`src/rtl/fcel_cfg_loader.sv`:
```
// Serial configuration loader for the fcel cell: hunts for a sync word,
// shifts in a CRC-8 protected frame and commits it to ctrs atomically.
module fcel_cfg_loader #(
  parameter int          CFG_W = 124,
  parameter logic [7:0]  SYNC  = 8'hA5
) (
  input  logic             clk,
  input  logic             rst,
  input  logic             cfg_valid,
  input  logic             cfg_bit,
  output logic             cfg_ready,
  output logic [CFG_W-1:0] ctrs,
  output logic             ctrs_valid,
  output logic             cfg_busy,
  output logic             cfg_done,
  output logic             cfg_err
);

  localparam int CW = $clog2(CFG_W);

  typedef enum logic [1:0] {
    HUNT,
    LOAD,
    CRC,
    VERIFY
  } state_t;

  state_t           state;
  state_t           state_nxt;
  logic [7:0]       sync_sr;
  logic [7:0]       crc;
  logic [7:0]       rx_crc;
  logic [7:0]       crc_nxt;
  logic [CW-1:0]    cnt;
  logic [CFG_W-1:0] shadow;
  logic             acc;
  logic             sync_hit;
  logic             last_data;
  logic             last_crc;
  logic             fb;

  assign acc       = cfg_valid & cfg_ready;
  assign sync_hit  = ({sync_sr[6:0], cfg_bit} == SYNC);
  assign last_data = (cnt == CW'(CFG_W - 1));
  assign last_crc  = (cnt == CW'(7));
  assign fb        = crc[7] ^ cfg_bit;
  assign crc_nxt   = {crc[6:0], 1'b0} ^ (fb ? 8'h07 : 8'h00);

  always_ff @(posedge clk or posedge rst) begin
    if (rst) state <= HUNT;
    else     state <= state_nxt;
  end

  always_comb begin
    state_nxt = state;
    unique case (state)
      HUNT:   if (acc && sync_hit)  state_nxt = LOAD;
      LOAD:   if (acc && last_data) state_nxt = CRC;
      CRC:    if (acc && last_crc)  state_nxt = VERIFY;
      VERIFY: state_nxt = HUNT;
    endcase
  end

  always_comb begin
    cfg_ready = (state != VERIFY);
    cfg_busy  = (state != HUNT);
  end

  // Shadow and CRC only reach ctrs through the VERIFY commit.
  always_ff @(posedge clk or posedge rst) begin
    if (rst) begin
      sync_sr    <= '0;
      crc        <= '0;
      rx_crc     <= '0;
      cnt        <= '0;
      shadow     <= '0;
      ctrs       <= '0;
      ctrs_valid <= 1'b0;
      cfg_done   <= 1'b0;
      cfg_err    <= 1'b0;
    end else begin
      cfg_done <= 1'b0;
      cfg_err  <= 1'b0;
      unique case (state)
        HUNT: begin
          if (acc) begin
            sync_sr <= {sync_sr[6:0], cfg_bit};
            if (sync_hit) begin
              cnt <= '0;
              crc <= '0;
            end
          end
        end
        LOAD: begin
          if (acc) begin
            shadow <= {shadow[CFG_W-2:0], cfg_bit};
            crc    <= crc_nxt;
            cnt    <= last_data ? '0 : cnt + 1'b1;
          end
        end
        CRC: begin
          if (acc) begin
            rx_crc <= {rx_crc[6:0], cfg_bit};
            cnt    <= cnt + 1'b1;
          end
        end
        VERIFY: begin
          sync_sr <= '0;
          if (rx_crc == crc) begin
            ctrs       <= shadow;
            ctrs_valid <= 1'b1;
            cfg_done   <= 1'b1;
          end else begin
            cfg_err <= 1'b1;
          end
        end
      endcase
    end
  end

endmodule

```
`config.mk`:
```
export PLATFORM = sky130hd
export DESIGN_NAME = fcel_cfg_loader
export DESIGN_NICKNAME = d
export VERILOG_FILES = /design/src/rtl/fcel_cfg_loader.sv
export SDC_FILE = /design/constraint.sdc
export NUM_CORES = 1
export LEC_CHECK = 0
export BUFFER_PORTS_ARGS = -buffer_cell sky130_fd_sc_hd__buf_2
export CAP_MARGIN = 20
export CORE_ASPECT_RATIO = 1.5
export CORE_MARGIN = 5
export CORE_UTILIZATION = 60
export CTS_CLUSTER_DIAMETER = 60
export DETAILED_ROUTE_END_ITERATION = 10
export PLACE_DENSITY_LB_ADDON = 0.2
export SLEW_MARGIN = 20
export SYNTH_ARGS = -nofsm -noshare
export SYNTH_HDL_FRONTEND = slang
export SYNTH_SLANG_ARGS = --single-unit
export TNS_END_PERCENT = 1
```
`constraint.sdc`:
```
create_clock -name clk -period 14.08 [get_ports clk]
set_clock_uncertainty 0.1 [all_clocks]
set_input_delay 2.112 -clock clk [delete_from_list [all_inputs] [get_ports clk]]
set_output_delay 2.112 -clock clk [all_outputs]
set_load 0.05 [all_outputs]
```
; ---- After elaboration in Yosys (flattened, before gate mapping)
; Cells that the tools add are included.
[word_totals]
register_bits = 283
out_inout_bits = 129
[classes]
reduce_logical = 15
bitwise_logic = 3
mux = 21
eq_ne = 15
add_sub_neg = 1
[ops]
columns = operator, n
row1 = two-way mux 7 bit, 6
row2 = two-way mux 8 bit, 3
row3 = case mux 7 bit (3 select lines), 1
row4 = "inequality test 2 bit, second input constant", 8
row5 = case mux 8 bit (2 select lines), 1
row6 = case mux 7 bit (2 select lines), 1
row7 = equality test 8 bit, 1
row8 = "equality test 8 bit, second input constant", 1
row9 = case mux 2 bit (4 select lines), 1
row10 = AND reduction 2 bit, 4
row11 = XOR 8 x 3 -> 8 bit, 1
row12 = "adder 7 x 1 -> 7 bit, second input constant", 1
row13 = "equality test 7 x 3 -> 1 bit, second input constant", 1
row14 = "equality test 7 bit, second input constant", 1
row15 = two-way mux 2 bit, 3
row16 = nonzero test 2 bit, 3
row17 = AND reduction 5 bit, 1
row18 = "equality test 2 bit, second input constant", 2
row19 = two-way mux 1 bit, 4
row20 = AND reduction 4 bit, 1
row21 = logical AND 1 bit, 3
row22 = two-way mux 3 bit, 1
row23 = AND reduction 3 bit, 1
row24 = nonzero test 3 bit, 1
row25 = other kinds (4), 4

; ---- Logic depth before layout (Yosys ltp)
; Gate-level depths: netlist (run 1).
[depth]
depth_word = 5
ltp_mapped = 7
ltp_nobuf = 6

; ---- Worst setup path before layout (run 1)
; Ideal clock, no wire load.
[synth_path]
path_kind = input to register
start = in cfg_valid
end = reg shadow[0]
t_required_ns = 13.855
path_buffers = 3
stages = 6
t_arrival_ns = 3.400
setup_slack_ns = 10.455
cell_sequence = nor2b_1 > clkbuf_1 > nand2_1 > clkbuf_1 > buf_2 > mux2_2
[synth_via]
elab_chain_cells = 2
[synth_rtl]
columns = element, line
row1 = from (decl), 9  ; input logic cfg_valid,
row2 = bitwise AND 1 bit, 42  ; assign acc = cfg_valid & cfg_ready;
row3 = AND reduction 2 bit (no source line), -
row4 = to (signal assigned), 96  ; shadow <= {shadow[CFG_W-2:0], cfg_bit};
row5 = to (decl), 35  ; logic [CFG_W-1:0] shadow;
; Every way passes these cells.
; A chain may end at the register's enable or synchronous reset.

; ---- Worst setup path in the final report (run 1)
[layout_path]
start = reg state[0]
end = out cfg_busy
[layout_via]
elab_chain_cells = 1
[layout_rtl]
columns = element, line
row1 = from (decl), 28  ; state_t state;
row2 = from (signal assigned), 51  ; else state <= state_nxt;
row3 = nonzero test 2 bit, 66  ; cfg_busy = (state != HUNT);
row4 = to (decl), 14  ; output logic cfg_busy,
; Every way passes these cells.

==> results of run 1 <==
[registers in the layout (all words and copies together), names as in the netlist]
register and count:
cnt 7, shadow 124, ctrs 124, cfg_err 1, cfg_done 1, state 2, ctrs_valid 1, rx_crc 8
crc 8, sync_sr 7
[power breakdown]
part | leakage [nW] | switching (mW) | internal, mW | total [mW]
sequential | 3.92 | 0.0478 | 0.871 | 0.919
clock | 0.420 | 0.280 | 0.407 | 0.687
combinational | 2.61 | 0.241 | 0.147 | 0.387
[synthesized netlist by cell type, types with 2 or more instances]
| library cell | instances | area, um^2 |
|---|---|---|
| xnor2_1 | 3 | 26.28 |
| o31ai_1 | 4 | 30.03 |
| ha_1 | 7 | 87.58 |
| a2bb2oi_1 | 3 | 26.28 |
| a22oi_1 | 7 | 52.55 |
| nand2_1 | 25 | 93.84 |
| clkbuf_1 | 6 | 22.52 |
| o21ai_0 | 9 | 45.04 |
| nor2b_1 | 2 | 12.51 |
| nand4b_1 | 2 | 17.52 |
| inv_1 | 14 | 52.55 |
| dfrtp_1 | 283 | 7082 |
| mux2_2 | 220 | 2477 |
| buf_1 | 14 | 52.55 |
| mux2_1 | 38 | 427.9 |
| and4bb_2 | 2 | 25.02 |
| xor2_1 | 8 | 70.07 |
| o21a_1 | 2 | 15.01 |
| nor2_1 | 6 | 22.52 |
| nand2b_1 | 2 | 12.51 |
| buf_4 | 3 | 22.52 |
| nand3_1 | 4 | 20.02 |
| mux2i_1 | 8 | 80.08 |
| buf_2 | 8 | 40.04 |
| or2_2 | 2 | 12.51 |
| o21bai_1 | 3 | 22.52 |
[layout by cell type (no fill, tap or decap), types with 2 or more instances in the layout]
cell type	instances
a22oi_1	7
a2bb2oi_1	3
and4bb_2	2
buf_2	132
buf_4	4
clkbuf_1	9
clkbuf_16	27
clkbuf_8	7
clkinv_2	2
dfrtp_1	283
ha_1	7
inv_1	13
mux2_1	38
mux2_2	220
mux2i_1	8
nand2_1	24
nand2b_1	2
nand3_1	4
nand4b_1	2
nor2_1	6
nor2b_1	2
o21a_1	2
o21ai_0	9
o21bai_1	3
o31ai_1	4
or2_2	2
xnor2_1	3
xor2_1	8
[per-stage QoR]
stage | area (um^2) | utilization, % | power [mW]
floorplan | 10970 | - | 1.236
global placement | 11810 | 65.84 | 1.303
detailed placement | 11830 | 65.96 | 1.324
CTS | 12690 | 70.72 | 2.016
global route | 12690 | 70.74 | 2.093
finish | 12690 | 70.74 | 1.993
[final cells by class]
| class | count | area, um^2 | share of cell area (%) |
|---|---|---|---|
| sequential | 283 | 7082 | 55.80 |
| multi-input combinational | 370 | 3702 | 29.17 |
| clock buffer | 43 | 805.8 | 6.349 |
| timing repair buffer | 138 | 721.9 | 5.688 |
| tap | 217 | 271.5 | 2.139 |
| inverter | 14 | 60.06 | 0.4732 |
| clock inverter | 4 | 48.80 | 0.3845 |
[logic make-up (layout without fill, tap and decap cells)]
group	Yosys count	after routing	share of synthesized area, %
adders and majority gates	7	7	0.7984
AOI/OAI and AO/OA	36	36	2.304
xor gates and xnor gates	11	11	0.8784
and+or+nand+nor	50	50	2.407
DFF	283	283	64.56
muxes	266	266	27.22
buffers and inverters	46	199	1.836
[layer usage]
layer,global-route usage [%],vias up,routed length (um)
met5,0,-,0
met4,4.490,0,284
met3,4.381,23,1023
met2,34.31,116,10660
met1,22.99,3071,7557
li1,-,2726,-
[critical path, stage by stage (launching register included)]
cell	delay, ns
dfrtp_1	0.38
inv_1	0.10
ha_1	0.27
inv_1	0.27
buf_2	0.34
[final timing paths]
check	endpoint	start	depth (start not counted)	slack (ns)
max in group asynchronous	shadow[4]	rst	4	10.19
hold reg to reg	ctrs_valid	ctrs_valid	1	0.36
setup / recovery	cfg_busy	state[0]	4	10.00
setup reg to reg	shadow[7]	state[1]	5	10.88
min in group asynchronous	ctrs[45]	rst	2	1.68
hold / removal	ctrs_valid	ctrs_valid	1	0.36
==> results.txt, run 1 <==
Status = complete, no violations
Sequential fraction of the synthesis area = 64.56%
Slack of the critical path = 10.00 ns
Synth Cell Area = 10970 um^2
WL/cell = 18.26 um
Placeable Area = 17940 um^2
Leak = 6.945 nW
Num CTS Buffers = 26
Max FO, Critical Path = 11
Initial antenna violation count = 0
Die H = 175.6 um
FMAX = 245.3 MHz
Yosys warning count = 0
Diode count = 0
GPL Wtd Cong = 0.7590
DPL Wire Length = 12940 um
Setup Crit Path Kind = reg -> out
Row count = 60
Number of port buffers = 132
Asr flop ratio synth = 100.0%
First-pass GRT wire length = 33060 um
P&R area growth vs syn = 15.71%
Maximum vdd drop = 135.6 uV
Pwr Density = 157.0 nW/um^2
Post-route ant nets = 0
Cell variety after synth = 40
Later-pin clock latency in the skew report = 0.51 ns
Clk sink count = 283
Non-filler cells, final = 1069
Final wirelength = 19520 um
RSZ-0062 raised after global routing = false
Final setup viols = 0
Clock transition at the registers of the reported paths = 0.06 ns
CP startpoint kind = flop
Die W = 120.4 um
Post-CTS setup buffer count = 0
Total GRT Usage = 18.97%
Hold WC Path Type = reg -> reg
Remaining DRCs = 0
CP endpoint kind = primary output
Starting Density = 61.14%
Cts hold-fix bufs = 0
Via count = 5936
Root buf cell = clkbuf_16
CTS tree = done
Vias in the first global route = 6444
Setup TNS = 0 ns
Vias per cell = 5.553
Largest net degree at the start of global routing = 133
Bufs on Longest Clock Path = 3
Final min period = 4.076 ns
Period utilization = 28.95%
Layout cells sized above 1 = 47.42%
Fill cells = 1200
Drt pass-1 iters = 6
Syn_nets = 710
Io pins = 133
Final Hold Viols = 0
H-tree Lvls = 1
Post-CTS resize count = 0
Placed cell count = 1022
EDFF count, synth = 0
Synthesized area per cell = 15.69 um^2
Post-layout nets = 844
Drt initial violations = 258
#FFs+latches synth = 283
Final hold slack = 0.3623 ns
Critical Path AT = 1.86 ns
Req. time, crit path = 11.87 ns
Die area = 21140 um^2
Setup WS pre-CTS = 9.198 ns
Actual slew at the worst max-slew pin = 0.8768 ns
Final slew viol count = 0
Main synth FF type = dfrtp_1
Slew Limit Headroom = 41.05%
Post-Syn Instances = 699
GRT overflow = 0
Number of max-cap violations = 0
No activity file was read; power rests on OpenSTA's default activity.
==> run 2: changes to the inputs <==
Settings changed: CORE_UTILIZATION 60 to 52.
Clock period 14.08 ns to 3.4 ns, I/O delays scaled along.
==> results.txt, run 2 (synthesis gave the netlist of run 1 again) <==
Status = complete, no violations
Slack of the critical path = 0.7547 ns (-9.249 ns)
Crit path cell chain = ha_1 -> nor2b_1 -> a32oi_1 -> or2_2 -> o41ai_1
CTS tree = done
Number of max-cap violations = 0 (unchanged)
Crit path max-delay cell type = nor2b_1
Reg2reg start = state[1]
Setup TNS = 0 ns (unchanged)
Pwr Density = 645.5 nW/um^2 (+310%)
Placed cell count = 1076 (+5.3%)
Post-CTS resize count = 0 (unchanged)
Non-filler cells, final = 1124 (+5.1%)
FMAX = 378.0 MHz
Clk sink count = 283 (unchanged)
Drt initial violations = 273 (+5.8%)
Die W = 128.6 um (+6.8%)
Top flop regs = ctrs x124, shadow x124
Root buf cell = clkbuf_16
WL/cell = 17.76 um (-2.8%)
Actual slew at the worst max-slew pin = 0.8728 ns (-0.003970 ns)
Clock transition at the registers of the reported paths = 0.07 ns (about the same)
Period utilization = 77.80%
Via count = 6004 (+1.1%)
Critical Path AT = 2.95 ns (+1.09 ns)
Later-pin clock latency in the skew report = 0.51 ns (about the same)
Final wirelength = 19960 um (+2.2%)
Post-CTS setup buffer count = 0 (unchanged)
GRT overflow = 0 (unchanged)
Max FO, Critical Path = 11 (unchanged)
Post-placement cell area = 11970 um^2 (+1.1%)
Post-route ant nets = 0 (unchanged)
Final slew viol count = 0 (unchanged)
Most frequent cells in the layout = dfrtp_1, mux2_2, buf_2, mux2_1, clkbuf_16
First-pass GRT wire length = 34370 um (+3.9%)
Num CTS Buffers = 26 (unchanged)
Leak = 6.972 nW (+0.39%)
GPL Wtd Cong = 0.7900 (+4.1%)
P&R area growth vs syn = 16.89%
RR Endpoint = cnt[6]
Cts hold-fix bufs = 0 (unchanged)
Final instance area = 12820 um^2 (+1.0%)
Largest net degree at the start of global routing = 99 (-26%)
Bufs on Longest Clock Path = 3 (unchanged)
Post-layout nets = 847 (+0.36%)
PnR Total Power = 8.277 mW (+320%)
Total GRT Usage = 17.12% (-1.9 points)
R2R depth = 5 (unchanged)
Initial antenna violation count = 0 (unchanged)
Delay-heaviest family, CP = simple AND/OR/NAND/NOR gates
Die H = 187.9 um (+7.0%)
Final Hold Viols = 0 (unchanged)
Crit-path max cell delay = 0.50 ns (+0.12 ns)
Hold WC Path Type = in -> async
Req. time, crit path = 3.71 ns (-8.16 ns)
RSZ-0062 raised after global routing = false
Remaining DRCs = 0 (unchanged)
CP startpoint kind = flop
Final setup viols = 0 (unchanged)
Number of port buffers = 132 (unchanged)
Layout cells sized above 1 = 48.01% (+0.60 points)
Fill cells = 1589 (+32%)
Setup Crit Path Kind = reg -> reg
CP endpoint kind = flop
H-tree Lvls = 1 (unchanged)
Vias per cell = 5.342 (-3.8%)
DPL Wire Length = 13440 um (+3.9%)
Crit path buffers/inverters = 0 (-3)
Slew Limit Headroom = 41.32% (+0.27 points)
Drt pass-1 iters = 5 (-1)
Vias in the first global route = 6709 (+4.1%)
Maximum vdd drop = 527.2 uV (+290%)
R2R setup slack = 0.75 ns (-10.13 ns)
Diode count = 0 (unchanged)
Die area = 24160 um^2 (+14%)
Commonest non-fill, non-tap cell in the layout = dfrtp_1
Setup WS pre-CTS = 0.7889 ns (-8.410 ns)
Row count = 65 (+8.3%)
Final min period = 2.645 ns
Starting Density = 52.48% (-8.7 points)
Io pins = 133 (unchanged)
Placeable Area = 20900 um^2 (+16%)
[run 2: changes by cell type in the layout (fill, tap and decap cells not counted), sizes merged]
cell      previous run  this run
clkinv               3         6
clkbuf              43        39
buf                138       141
clkinvlp             0         3
inv                 14        13
[run 2: how the worst max path moves through the flow]
stage / from / to / slack (ns) / cells past startpoint
global route: state[1] / cnt[6] / 0.62 / 5
global placement: state[0] / cnt[6] / 0.93 / 5
CTS: state[1] / cnt[6] / 0.76 / 5
finish: state[1] / cnt[6] / 0.75 / 5
detailed placement: state[1] / cnt[6] / 0.79 / 5
floorplan: rst / cfg_done / -0.96 / 1
[run 2: worst register-to-register path: cells and delay by family, from the launching register on]
| family | cells | cell delay [ns] |
|---|---|---|
| DFF | 1 | 0.41 |
| and+or+nand+nor | 2 | 0.95 |
| adders and majority gates | 1 | 0.35 |
| AOI/OAI and AO/OA | 2 | 0.73 |
[run 2: layer usage]
metal | share of wire [%] | GRT usage [%]
met4 | 1.5 | 3.921
met5 | 0 | 0
met1 | 39 | 20.86
met3 | 5.7 | 3.591
met2 | 54 | 30.95
[run 2: final cells by class]
cell class              instances  area (um^2)  share of cell area [%]
clock inverters                 9        75.07                  0.5855
flip-flops and latches        283         7082                   55.23
well taps                     268        335.3                   2.615
inverters                      14        56.30                  0.4391
multi-input cells             370         3702                   28.87
clock buffers                  39        780.7                   6.089
repair buffers                141        790.8                   6.167
[run 2: where the power goes]
group	leakage (nW)	internal [mW]	switching [mW]
combinational	2.63	0.625	1.01
clock	0.421	1.66	1.17
sequential	3.92	3.61	0.199
total	6.97	5.89	2.38
[run 2: stage by stage]
stage | hold WS, ns | utilization, %
after detailed placement | 0.3508 | 57.25
after global routing | 0.06494 | 61.35
after floorplan | 0.3645 | -
final | 0.03372 | 61.35
after global placement | 0.3490 | 57.25
after CTS | 0.03519 | 61.35
